$ cat config.mk
export PLATFORM = sky130hd
export DESIGN_NAME = traffic_intersection_ctrl
export DESIGN_NICKNAME = d
export VERILOG_FILES = /design/src/rtl/traffic_pkg.sv /design/src/rtl/phase_timer.sv /design/src/rtl/traffic_intersection_ctrl.sv
export SDC_FILE = /design/constraint.sdc
export NUM_CORES = 1
export LEC_CHECK = 0
export ABC_AREA = 1
export CAP_MARGIN = 20
export CELL_PAD_IN_SITES_DETAIL_PLACEMENT = 0
export CELL_PAD_IN_SITES_GLOBAL_PLACEMENT = 1
export CORE_UTILIZATION = 35
export DETAILED_ROUTE_END_ITERATION = 6
export PLACE_DENSITY_LB_ADDON = 0.1
export SLEW_MARGIN = 40
export SYNTH_ARGS = -nofsm -noshare
export SYNTH_HDL_FRONTEND = slang
export SYNTH_SLANG_ARGS = --single-unit
$ cat constraint.sdc
create_clock -name i_clk -period 2.3 [get_ports i_clk]
set_input_delay 0.23 -clock i_clk [delete_from_list [all_inputs] [get_ports i_clk]]
set_output_delay 0.23 -clock i_clk [all_outputs]
set_load 0.05 [all_outputs]
$ cat src/rtl/traffic_pkg.sv
// Shared definitions for the traffic intersection controller.
// Holds the controller state enumeration, the default phase durations and
// the lamp bundle together with the state-to-lamp decode.
package traffic_pkg;

  typedef enum logic [2:0] {
    NS_GREEN,
    NS_YELLOW,
    ALL_RED_1,
    EW_GREEN,
    EW_YELLOW,
    ALL_RED_2,
    PED_WALK,
    NIGHT
  } state_t;

  localparam int DEF_COUNT_WIDTH = 16;
  localparam int DEF_T_GREEN     = 48;
  localparam int DEF_T_YELLOW    = 12;
  localparam int DEF_T_ALLRED    = 4;
  localparam int DEF_T_WALK      = 24;
  localparam int DEF_T_BLINK     = 8;

  typedef struct packed {
    logic ns_red;
    logic ns_yellow;
    logic ns_green;
    logic ew_red;
    logic ew_yellow;
    logic ew_green;
    logic walk;
  } lamps_t;

  // Lamp pattern shown while in state s; blink_on selects the lit half of
  // the night-flash period.
  function automatic lamps_t lamps_for(state_t s, logic blink_on);
    lamps_t l;
    l = '0;
    case (s)
      NS_GREEN:  begin l.ns_green  = 1'b1; l.ew_red   = 1'b1; end
      NS_YELLOW: begin l.ns_yellow = 1'b1; l.ew_red   = 1'b1; end
      EW_GREEN:  begin l.ew_green  = 1'b1; l.ns_red   = 1'b1; end
      EW_YELLOW: begin l.ew_yellow = 1'b1; l.ns_red   = 1'b1; end
      PED_WALK:  begin l.ns_red = 1'b1; l.ew_red = 1'b1; l.walk = 1'b1; end
      NIGHT:     begin l.ns_yellow = blink_on; l.ew_yellow = blink_on; end
      default:   begin l.ns_red = 1'b1; l.ew_red = 1'b1; end
    endcase
    return l;
  endfunction

endpackage

$ cat src/rtl/phase_timer.sv
// Phase counter for the intersection controller.
// Counts up every cycle, returns to zero on i_clr (state change) or after
// reaching the terminal value i_term, which lets the same block serve as a
// one-shot phase timer and as the free-running night-flash counter.
// Ports: i_clk, i_rst_n (async, active-low), i_clr, i_term;
//        o_count (current), o_count_nxt (value after this edge),
//        o_done (o_count == i_term).
module phase_timer #(
  parameter int WIDTH = 16
) (
  input  logic             i_clk,
  input  logic             i_rst_n,
  input  logic             i_clr,
  input  logic [WIDTH-1:0] i_term,
  output logic [WIDTH-1:0] o_count,
  output logic [WIDTH-1:0] o_count_nxt,
  output logic             o_done
);

  assign o_done      = (o_count == i_term);
  assign o_count_nxt = (i_clr || o_done) ? '0 : o_count + 1'b1;

  always_ff @(posedge i_clk or negedge i_rst_n) begin
    if (!i_rst_n) o_count <= '0;
    else          o_count <= o_count_nxt;
  end

endmodule

$ cat src/rtl/traffic_intersection_ctrl.sv
// Two-approach traffic intersection controller with pedestrian walk phase
// and night-flash mode.
// Ports: i_clk, i_rst_n (async, active-low), i_ped_req (pulse, latched),
//        i_night (level, sampled at all-red exits and while in NIGHT);
//        o_ns_red/yellow/green, o_ew_red/yellow/green, o_walk (registered).
// Lamps are decoded from the next state and next count and registered, so
// they change on the same edge as the state register.
module traffic_intersection_ctrl
  import traffic_pkg::*;
#(
  parameter int COUNT_WIDTH = DEF_COUNT_WIDTH,
  parameter int T_GREEN     = DEF_T_GREEN,
  parameter int T_YELLOW    = DEF_T_YELLOW,
  parameter int T_ALLRED    = DEF_T_ALLRED,
  parameter int T_WALK      = DEF_T_WALK,
  parameter int T_BLINK     = DEF_T_BLINK
) (
  input  logic i_clk,
  input  logic i_rst_n,
  input  logic i_ped_req,
  input  logic i_night,
  output logic o_ns_red,
  output logic o_ns_yellow,
  output logic o_ns_green,
  output logic o_ew_red,
  output logic o_ew_yellow,
  output logic o_ew_green,
  output logic o_walk
);

  localparam longint MAX_COUNT = (64'sd1 <<< COUNT_WIDTH) - 1;

  if (COUNT_WIDTH < 1 || COUNT_WIDTH > 62) begin : g_bad_width
    $error("traffic_intersection_ctrl: COUNT_WIDTH out of range");
  end
  if (T_GREEN < 1 || T_YELLOW < 1 || T_ALLRED < 1 || T_WALK < 1 || T_BLINK < 1) begin : g_bad_time
    $error("traffic_intersection_ctrl: every T_* must be at least 1");
  end
  if (longint'(2 * T_BLINK - 1) > MAX_COUNT || longint'(T_GREEN - 1) > MAX_COUNT ||
      longint'(T_YELLOW - 1) > MAX_COUNT || longint'(T_ALLRED - 1) > MAX_COUNT ||
      longint'(T_WALK - 1) > MAX_COUNT) begin : g_bad_fit
    $error("traffic_intersection_ctrl: a terminal count does not fit COUNT_WIDTH");
  end

  localparam logic [COUNT_WIDTH-1:0] TC_GREEN  = COUNT_WIDTH'(T_GREEN - 1);
  localparam logic [COUNT_WIDTH-1:0] TC_YELLOW = COUNT_WIDTH'(T_YELLOW - 1);
  localparam logic [COUNT_WIDTH-1:0] TC_ALLRED = COUNT_WIDTH'(T_ALLRED - 1);
  localparam logic [COUNT_WIDTH-1:0] TC_WALK   = COUNT_WIDTH'(T_WALK - 1);
  localparam logic [COUNT_WIDTH-1:0] TC_NIGHT  = COUNT_WIDTH'(2 * T_BLINK - 1);
  localparam logic [COUNT_WIDTH-1:0] BLINK_ON  = COUNT_WIDTH'(T_BLINK);

  state_t                 state, state_nxt;
  logic                   ped_pending, ped_pending_nxt;
  logic [COUNT_WIDTH-1:0] term, count, count_nxt;
  logic                   done;
  logic                   state_change;
  lamps_t                 lamps_q, lamps_nxt;

  assign state_change = (state_nxt != state);

  phase_timer #(
    .WIDTH (COUNT_WIDTH)
  ) u_timer (
    .i_clk       (i_clk),
    .i_rst_n     (i_rst_n),
    .i_clr       (state_change),
    .i_term      (term),
    .o_count     (count),
    .o_count_nxt (count_nxt),
    .o_done      (done)
  );

  always_comb begin
    term = TC_ALLRED;
    case (state)
      NS_GREEN, EW_GREEN:   term = TC_GREEN;
      NS_YELLOW, EW_YELLOW: term = TC_YELLOW;
      PED_WALK:             term = TC_WALK;
      NIGHT:                term = TC_NIGHT;
      default:              term = TC_ALLRED;
    endcase
  end

  always_comb begin
    state_nxt = state;
    case (state)
      NS_GREEN:  if (done) state_nxt = NS_YELLOW;
      NS_YELLOW: if (done) state_nxt = ALL_RED_1;
      ALL_RED_1: if (done) state_nxt = i_night ? NIGHT : EW_GREEN;
      EW_GREEN:  if (done) state_nxt = EW_YELLOW;
      EW_YELLOW: if (done) state_nxt = ALL_RED_2;
      ALL_RED_2: if (done) state_nxt = i_night ? NIGHT :
                                       (ped_pending ? PED_WALK : NS_GREEN);
      PED_WALK:  if (done) state_nxt = NS_GREEN;
      NIGHT:     if (!i_night) state_nxt = ALL_RED_2;
      default:   state_nxt = ALL_RED_2;
    endcase
  end

  // Entering the walk or night phase consumes the request; a request seen
  // on that same edge is considered served.
  always_comb begin
    ped_pending_nxt = ped_pending;
    if (state_change && (state_nxt == PED_WALK || state_nxt == NIGHT))
      ped_pending_nxt = 1'b0;
    else if (i_ped_req && state != NIGHT)
      ped_pending_nxt = 1'b1;
  end

  always_comb begin
    lamps_nxt = lamps_for(state_nxt, count_nxt < BLINK_ON);
  end

  always_ff @(posedge i_clk or negedge i_rst_n) begin
    if (!i_rst_n) begin
      state       <= ALL_RED_2;
      ped_pending <= 1'b0;
      lamps_q     <= lamps_for(ALL_RED_2, 1'b0);
    end else begin
      state       <= state_nxt;
      ped_pending <= ped_pending_nxt;
      lamps_q     <= lamps_nxt;
    end
  end

  assign o_ns_red    = lamps_q.ns_red;
  assign o_ns_yellow = lamps_q.ns_yellow;
  assign o_ns_green  = lamps_q.ns_green;
  assign o_ew_red    = lamps_q.ew_red;
  assign o_ew_yellow = lamps_q.ew_yellow;
  assign o_ew_green  = lamps_q.ew_green;
  assign o_walk      = lamps_q.walk;

endmodule

# --- Yosys cells after proc, flatten, opt, wreduce, memory -nomap -nowiden ---
# Cells that the tools add are included.
op_classes:
  n_addsub: 1
  n_lt_le_gt_ge: 1
  eq_ne: 15
  n_mux: 23
  n_reduce_logical: 11
ops:
  columns: ["cell", "n"]
  rows:
  - ["2-to-1 mux 3 bit", 11]
  - ["case mux 3 bit (8 select lines)", 1]
  - ["case mux 6 bit (4 select lines)", 1]
  - ["== test 3 bit (second input constant)", 7]
  - ["adder 16 x 1 -> 16 bit (second input constant)", 1]
  - ["== test 16 x 6 -> 1 bit", 1]
  - ["less-than comparator 16 x 4 -> 1 bit (second input constant)", 1]
  - ["2-to-1 mux 16 bit", 1]
  - ["== test 3 x 2 -> 1 bit (second input constant)", 3]
  - ["2-to-1 mux 1 bit", 7]
  - ["== test 3 x 1 -> 1 bit (second input constant)", 2]
  - ["logical NOT 3 bit", 2]
  - ["OR reduction 3 bit", 2]
  - ["case mux 1 bit (2 select lines)", 2]
  - ["OR reduction 2 bit", 2]
  - ["!= test 3 bit", 1]
  - ["!= test 3 bit (second input constant)", 1]
  - ["logical AND 1 bit", 2]
  - ["logical OR 1 bit", 2]
  - ["nonzero test 2 bit", 1]
word_totals:
  ff_bits: 27
  out_inout_bits: 7

# --- Logic depth before layout (Yosys ltp) ---
depth:
  depth_word: 11
  mapped_depth: 20
  depth_no_buf: 19

# --- Hierarchy ---
# Synthesis repeated with hierarchy kept, for this count alone.
hier_totals:
  hier_cells: 281
  hier_area_um2: 1965.6
modules_own_cells:
  columns: ["module", "n_inst", "cells_per_inst", "area_per_inst_um2", "seq_area_each_um2"]
  rows:
  - ["phase_timer", 1, 180, 1124.8, 400.4]
  - ["traffic_intersection_ctrl", 1, 101, 840.8, 280.3]

# --- Least setup slack after synthesis ---
# Ideal clock, no wire load.
synth_timing:
  kind: "reg-to-reg"
  from: "register state[0]"
  to: "register u_timer.o_count[11]"
  t_arrival_ns: 2.084
  required_time_ns: 2.174
  path_slack_ns: 0.090
  path_stages_with_launch: 19
  path_buffers: 2
  cell_sequence: "dfstp_2 > buf_6 > inv_4 > nand2_2 > nand2_1 > nand2_1 > nand2_2 > nor2_4 > nand3_4 > o21bai_2 > nand2_1 > nand2_2 > nand2_2 > nand2_2 > nand2_4 > and2_4 > nand2_4 > buf_12 > nor2_4"
synth_between:
  elab_chain_cells: 9
  word_cells_on_any_way: 24
  cone_classes: "eq/ne (9); mux (11); reduce/logical (4)"
synth_lines:
  columns: ["element", "line", "rtl"]
  rows:
  - ["from (decl)", "traffic_intersection_ctrl.sv:52", "state_t state, state_nxt;"]
  - ["from (signal assigned)", "traffic_intersection_ctrl.sv:120", "state <= state_nxt;"]
  - ["== test 3 bit, or another cell as far along", "traffic_intersection_ctrl.sv:75, traffic_intersection_ctrl.sv:86", null]
  - ["OR reduction 2 bit", "traffic_intersection_ctrl.sv:75", "case (state)"]
  - ["case mux 6 bit (4 select lines)", "traffic_intersection_ctrl.sv:75", null]
  - ["== test 16 x 6 -> 1 bit", "phase_timer.sv:20", "assign o_done = (o_count == i_term);"]
  - ["2-to-1 mux 3 bit, or another cell as far along", "traffic_intersection_ctrl.sv:94", "PED_WALK: if (done) state_nxt = NS_GREEN;"]
  - ["case mux 3 bit (8 select lines) (*)", "traffic_intersection_ctrl.sv:86", "case (state)"]
  - ["net state_nxt[1]", "traffic_intersection_ctrl.sv:52", null]
  - ["!= test 3 bit (*)", "traffic_intersection_ctrl.sv:59", "assign state_change = (state_nxt != state);"]
  - ["logical OR 1 bit (*)", "phase_timer.sv:21", "assign o_count_nxt = (i_clr || o_done) ? '0 : o_count + 1'b1;"]
  - ["2-to-1 mux 16 bit (*)", "phase_timer.sv:21", null]
  - ["net count_nxt[11]", "traffic_intersection_ctrl.sv:54", "logic [COUNT_WIDTH-1:0] term, count, count_nxt;"]
  - ["to (signal assigned)", "phase_timer.sv:25", "else o_count <= o_count_nxt;"]
  - ["to (decl)", "phase_timer.sv:15", "output logic [WIDTH-1:0] o_count,"]
# Mark *: on every way through the listed nets, which the timed path passes. The rest lies on a longest branch.
# A chain may end at the register's enable or synchronous reset.

# --- Worst setup path in the final report ---
layout_timing:
  from: "register state[0]"
  to: "register u_timer.o_count[6]"
layout_between:
  elab_chain_cells: 9
  word_cells_on_any_way: 24
  cone_classes: "eq/ne (9); mux (11); reduce/logical (4)"
layout_lines:
  columns: ["element", "line"]
  rows:
  - ["== test 3 bit, or another cell as far along", "traffic_intersection_ctrl.sv:75, traffic_intersection_ctrl.sv:86"]
  - ["OR reduction 2 bit", "traffic_intersection_ctrl.sv:75"]
  - ["case mux 6 bit (4 select lines)", "traffic_intersection_ctrl.sv:75"]
  - ["== test 16 x 6 -> 1 bit", "phase_timer.sv:20"]
  - ["2-to-1 mux 3 bit, or another cell as far along", "traffic_intersection_ctrl.sv:94"]
  - ["case mux 3 bit (8 select lines)", "traffic_intersection_ctrl.sv:86"]
  - ["!= test 3 bit", "traffic_intersection_ctrl.sv:59"]
  - ["logical OR 1 bit (*)", "phase_timer.sv:21"]
  - ["2-to-1 mux 16 bit (*)", "phase_timer.sv:21"]
  - ["net count_nxt[6]", "traffic_intersection_ctrl.sv:54"]
# Marks and branches as above.

==> impl_metrics.ini <==
[sta]
worst_pin_slew_ns = 0.497
slew_headroom_pct = 66.8
slew_violations = 0
finalCritPeriodShare_pct = 104
fmax_ghz = 0.419
finClkSkew_ns = 0.00686
rsz0062_at_grt = yes
setup_ws_ns = -0.0883
min_period_ns = 2.39
tns_ns = -1.05
finalSetupViolCount = 15
hold_violations = 0

[global_routing]
grtUsageTotal_pct = 18.1
overflow = 0
grt_max_degree = 28
first_global_vias = 1596
antenna_found_initial = 0
grt_pass1_wl_um = 7730

[setup_path]
critPathKind = reg -> reg
endpoint_kind = flop
cpMostUsedCell = nand2_2
max_stage_delay_ns = 0.68
critPathMaxFanout = 6
startpoint_type = flop
cpLargestDelayFamily = simple AND/OR/NAND/NOR gates
startpoint = state[0]
crit_slowest_cell = dfstp_2
path_buf_inv = 2
timing.rr.start = state[0]
crit_arrival_ns = 2.60
required_ns = 2.51
crit_chain = inv_4 -> nand2_4 -> nand2_2 -> nand2_2 -> nand2_2 -> nor2_4 -> nand3_4 -> nand2_1 -> nand2_1 -> nand3_1 -> nand3_2 -> nand2_2 -> nand2_2 -> nand2_4 -> and2_4 -> nand2_8 -> buf_12 -> nor2_4

[clocking]
cts_buffer_depth = 2
h-tree-depth = 1
cts.sinks = 27
path_clk_slew_ns = 0.09
cts_buffers = 3
root_buffer = clkbuf_8
tritoncts = built
clk_latency_ns = 0.27

[pwr]
p_total_mw = 3.45
ir_drop_mv = 0.673
total_leakage_power_nw = 1.33
p_per_area_nw_per_um2 = 1260

[flow_run]
drv_cap = 0

[floorplan]
core-area_um2 = 5140
die_h_um = 75.4
rows = 26
dieArea_um2 = 5690
initial_utilization_pct = 36.7
die_w_um = 75.4
ios = 11

[synthesis]
synth-seq-cells = 27
syn_area_um2 = 1890
yosys-top-cells-area = dfrtp_1 (30%), nand2_1 (12%), inv_1 (7.4%)
post_synth_num_cell_types = 34
yosysSeqAreaShare_pct = 36.1
syn_nets = 252
avgSynthCellArea_um2 = 7.64
synthCells = 247
netlist.area_leader.share_pct = 30.5
yosys_warnings = 0
yosys.area.top_type = dfrtp_1

[layout]
layout.nets = 315
final_cells = 379
n_antenna_cell = 0
drive_gt1_share_pct = 40.1
area_growth_pct = 44.8

[min_path]
hold_class = in -> async

[detailed_routing]
vias = 1717
ant_nets = 0
drc = 0
wl_per_cell_um = 12.7
drtIter0Drc = 37
drtPass1Iterations = 4
drt-total-wl_um = 4810
via_per_inst = 4.53

[status]
status = finished with violations
violations = setup timing

[place]
gp_congestion = 0.830
post-dp-hpwl_um = 3690
placedCellCount = 367
port_buffers = 10
preCtsSetupSlack_ns = -0.0925
-- cell families (layout without fill, tap and decap cells) --
| kind of cell | Yosys count | count (layout) | share of synthesized area, % |
|---|---|---|---|
| buffers and inverters | 46 | 107 | 11.4 |
| xor gates and xnor gates | 6 | 6 | 2.78 |
| and+or+nand+nor | 153 | 154 | 43.4 |
| adders and majority gates | 1 | 1 | 0.663 |
| DFF | 27 | 27 | 36.1 |
| AOI/OAI and AO/OA | 14 | 14 | 5.70 |
-- cell type report --
| type | instances | area, um2 |
|---|---|---|
| Fill cell | 530 | 2410 |
| Multi-Input combinational cell | 175 | 1170 |
| Sequential cell | 27 | 682 |
| Timing Repair Buffer | 63 | 591 |
| Inverter | 40 | 158 |
| Tap cell | 70 | 87.6 |
| Clock buffer | 4 | 45.0 |
-- cell usage in the layout, fill, tap and decap left out, types with 5 or more instances in the layout --
| cell type | n |
|---|---|
| nand3_1 | 13 |
| inv_1 | 36 |
| nand2_2 | 8 |
| nor2_1 | 22 |
| nor2_2 | 5 |
| dfrtp_1 | 22 |
| nor2_4 | 16 |
| nand2_4 | 7 |
| buf_12 | 5 |
| xor2_1 | 6 |
| buf_4 | 40 |
| nand4_1 | 7 |
| nand2_1 | 54 |
| clkdlybuf4s50_1 | 10 |
| buf_6 | 8 |
-- where the power goes --
| part | internal (mW) | switching [mW] | leakage, nW |
|---|---|---|---|
| Combinational | 1.18 | 1.35 | 0.960 |
| Sequential | 0.574 | 0.0822 | 0.349 |
| Clock | 0.124 | 0.140 | 0.0228 |
| Total | 1.88 | 1.57 | 1.33 |
-- routing by layer --
| layer | vias up | part of all wire, % | global-route usage (%) |
|---|---|---|---|
| li1 | 899 | - | - |
| met1 | 811 | 50 | 26.4 |
| met2 | 5 | 49 | 29.3 |
| met3 | 2 | 0.67 | 1.98 |
| met4 | 0 | 0.56 | 3.09 |
| met5 | - | 0 | 0 |
-- stage by stage --
stage	cell area [um2]	hold WS, ns	util (%)
after detailed placement	2410	0.457	46.9
after global placement	2410	0.455	46.9
final	2730	0.326	53.2
after global routing	2730	0.355	53.2
after CTS	2580	0.336	50.2
after floorplan	1890	-0.0656	-
-- state kept, by name, summed over array words and instances, names as in the netlist --
signal,count
o_ew_green,1
o_walk,1
o_ew_red,1
o_ns_green,1
o_ns_red,1
o_ns_yellow,1
u_timer.o_count,16
state,3
o_ew_yellow,1
ped_pending,1
-- Yosys cell counts (all sizes together) --
library cell   n
a2111oi        1
a21oi          3
a22oi          1
and2           1
and3           2
buf            6
dfrtp         23
dfstp          4
ha             1
inv           40
nand2         70
nand3         19
nand4          7
nor2          43
nor3           4
nor3b          1
nor4           2
o2111ai        6
o211ai         1
o21ai          1
o21bai         1
or2            4
xor2           6
-- timing repair --
| item | CTS | global route |
|---|---|---|
| endpoints found under the setup margin | 17 | 24 |
| buffers inserted | 5 | 2 |
| gates cloned | 1 | 0 |
| pin swaps | 1 | 10 |
| hold buffers | 0 | 0 |
| resized for setup | 17 | 31 |
-- final timing paths --
check,to,slack (ns),depth (start not counted)
worst max register to register,u_timer.o_count[6],-0.09,18
min in group i_clk,ped_pending,0.49,2
worst min-delay path,u_timer.o_count[10],0.33,2
worst min register to register,ped_pending,0.49,2
max in group asynchronous,state[0],1.66,2
worst max-delay path,u_timer.o_count[6],-0.09,18
Power figures use the tool's default switching activity.
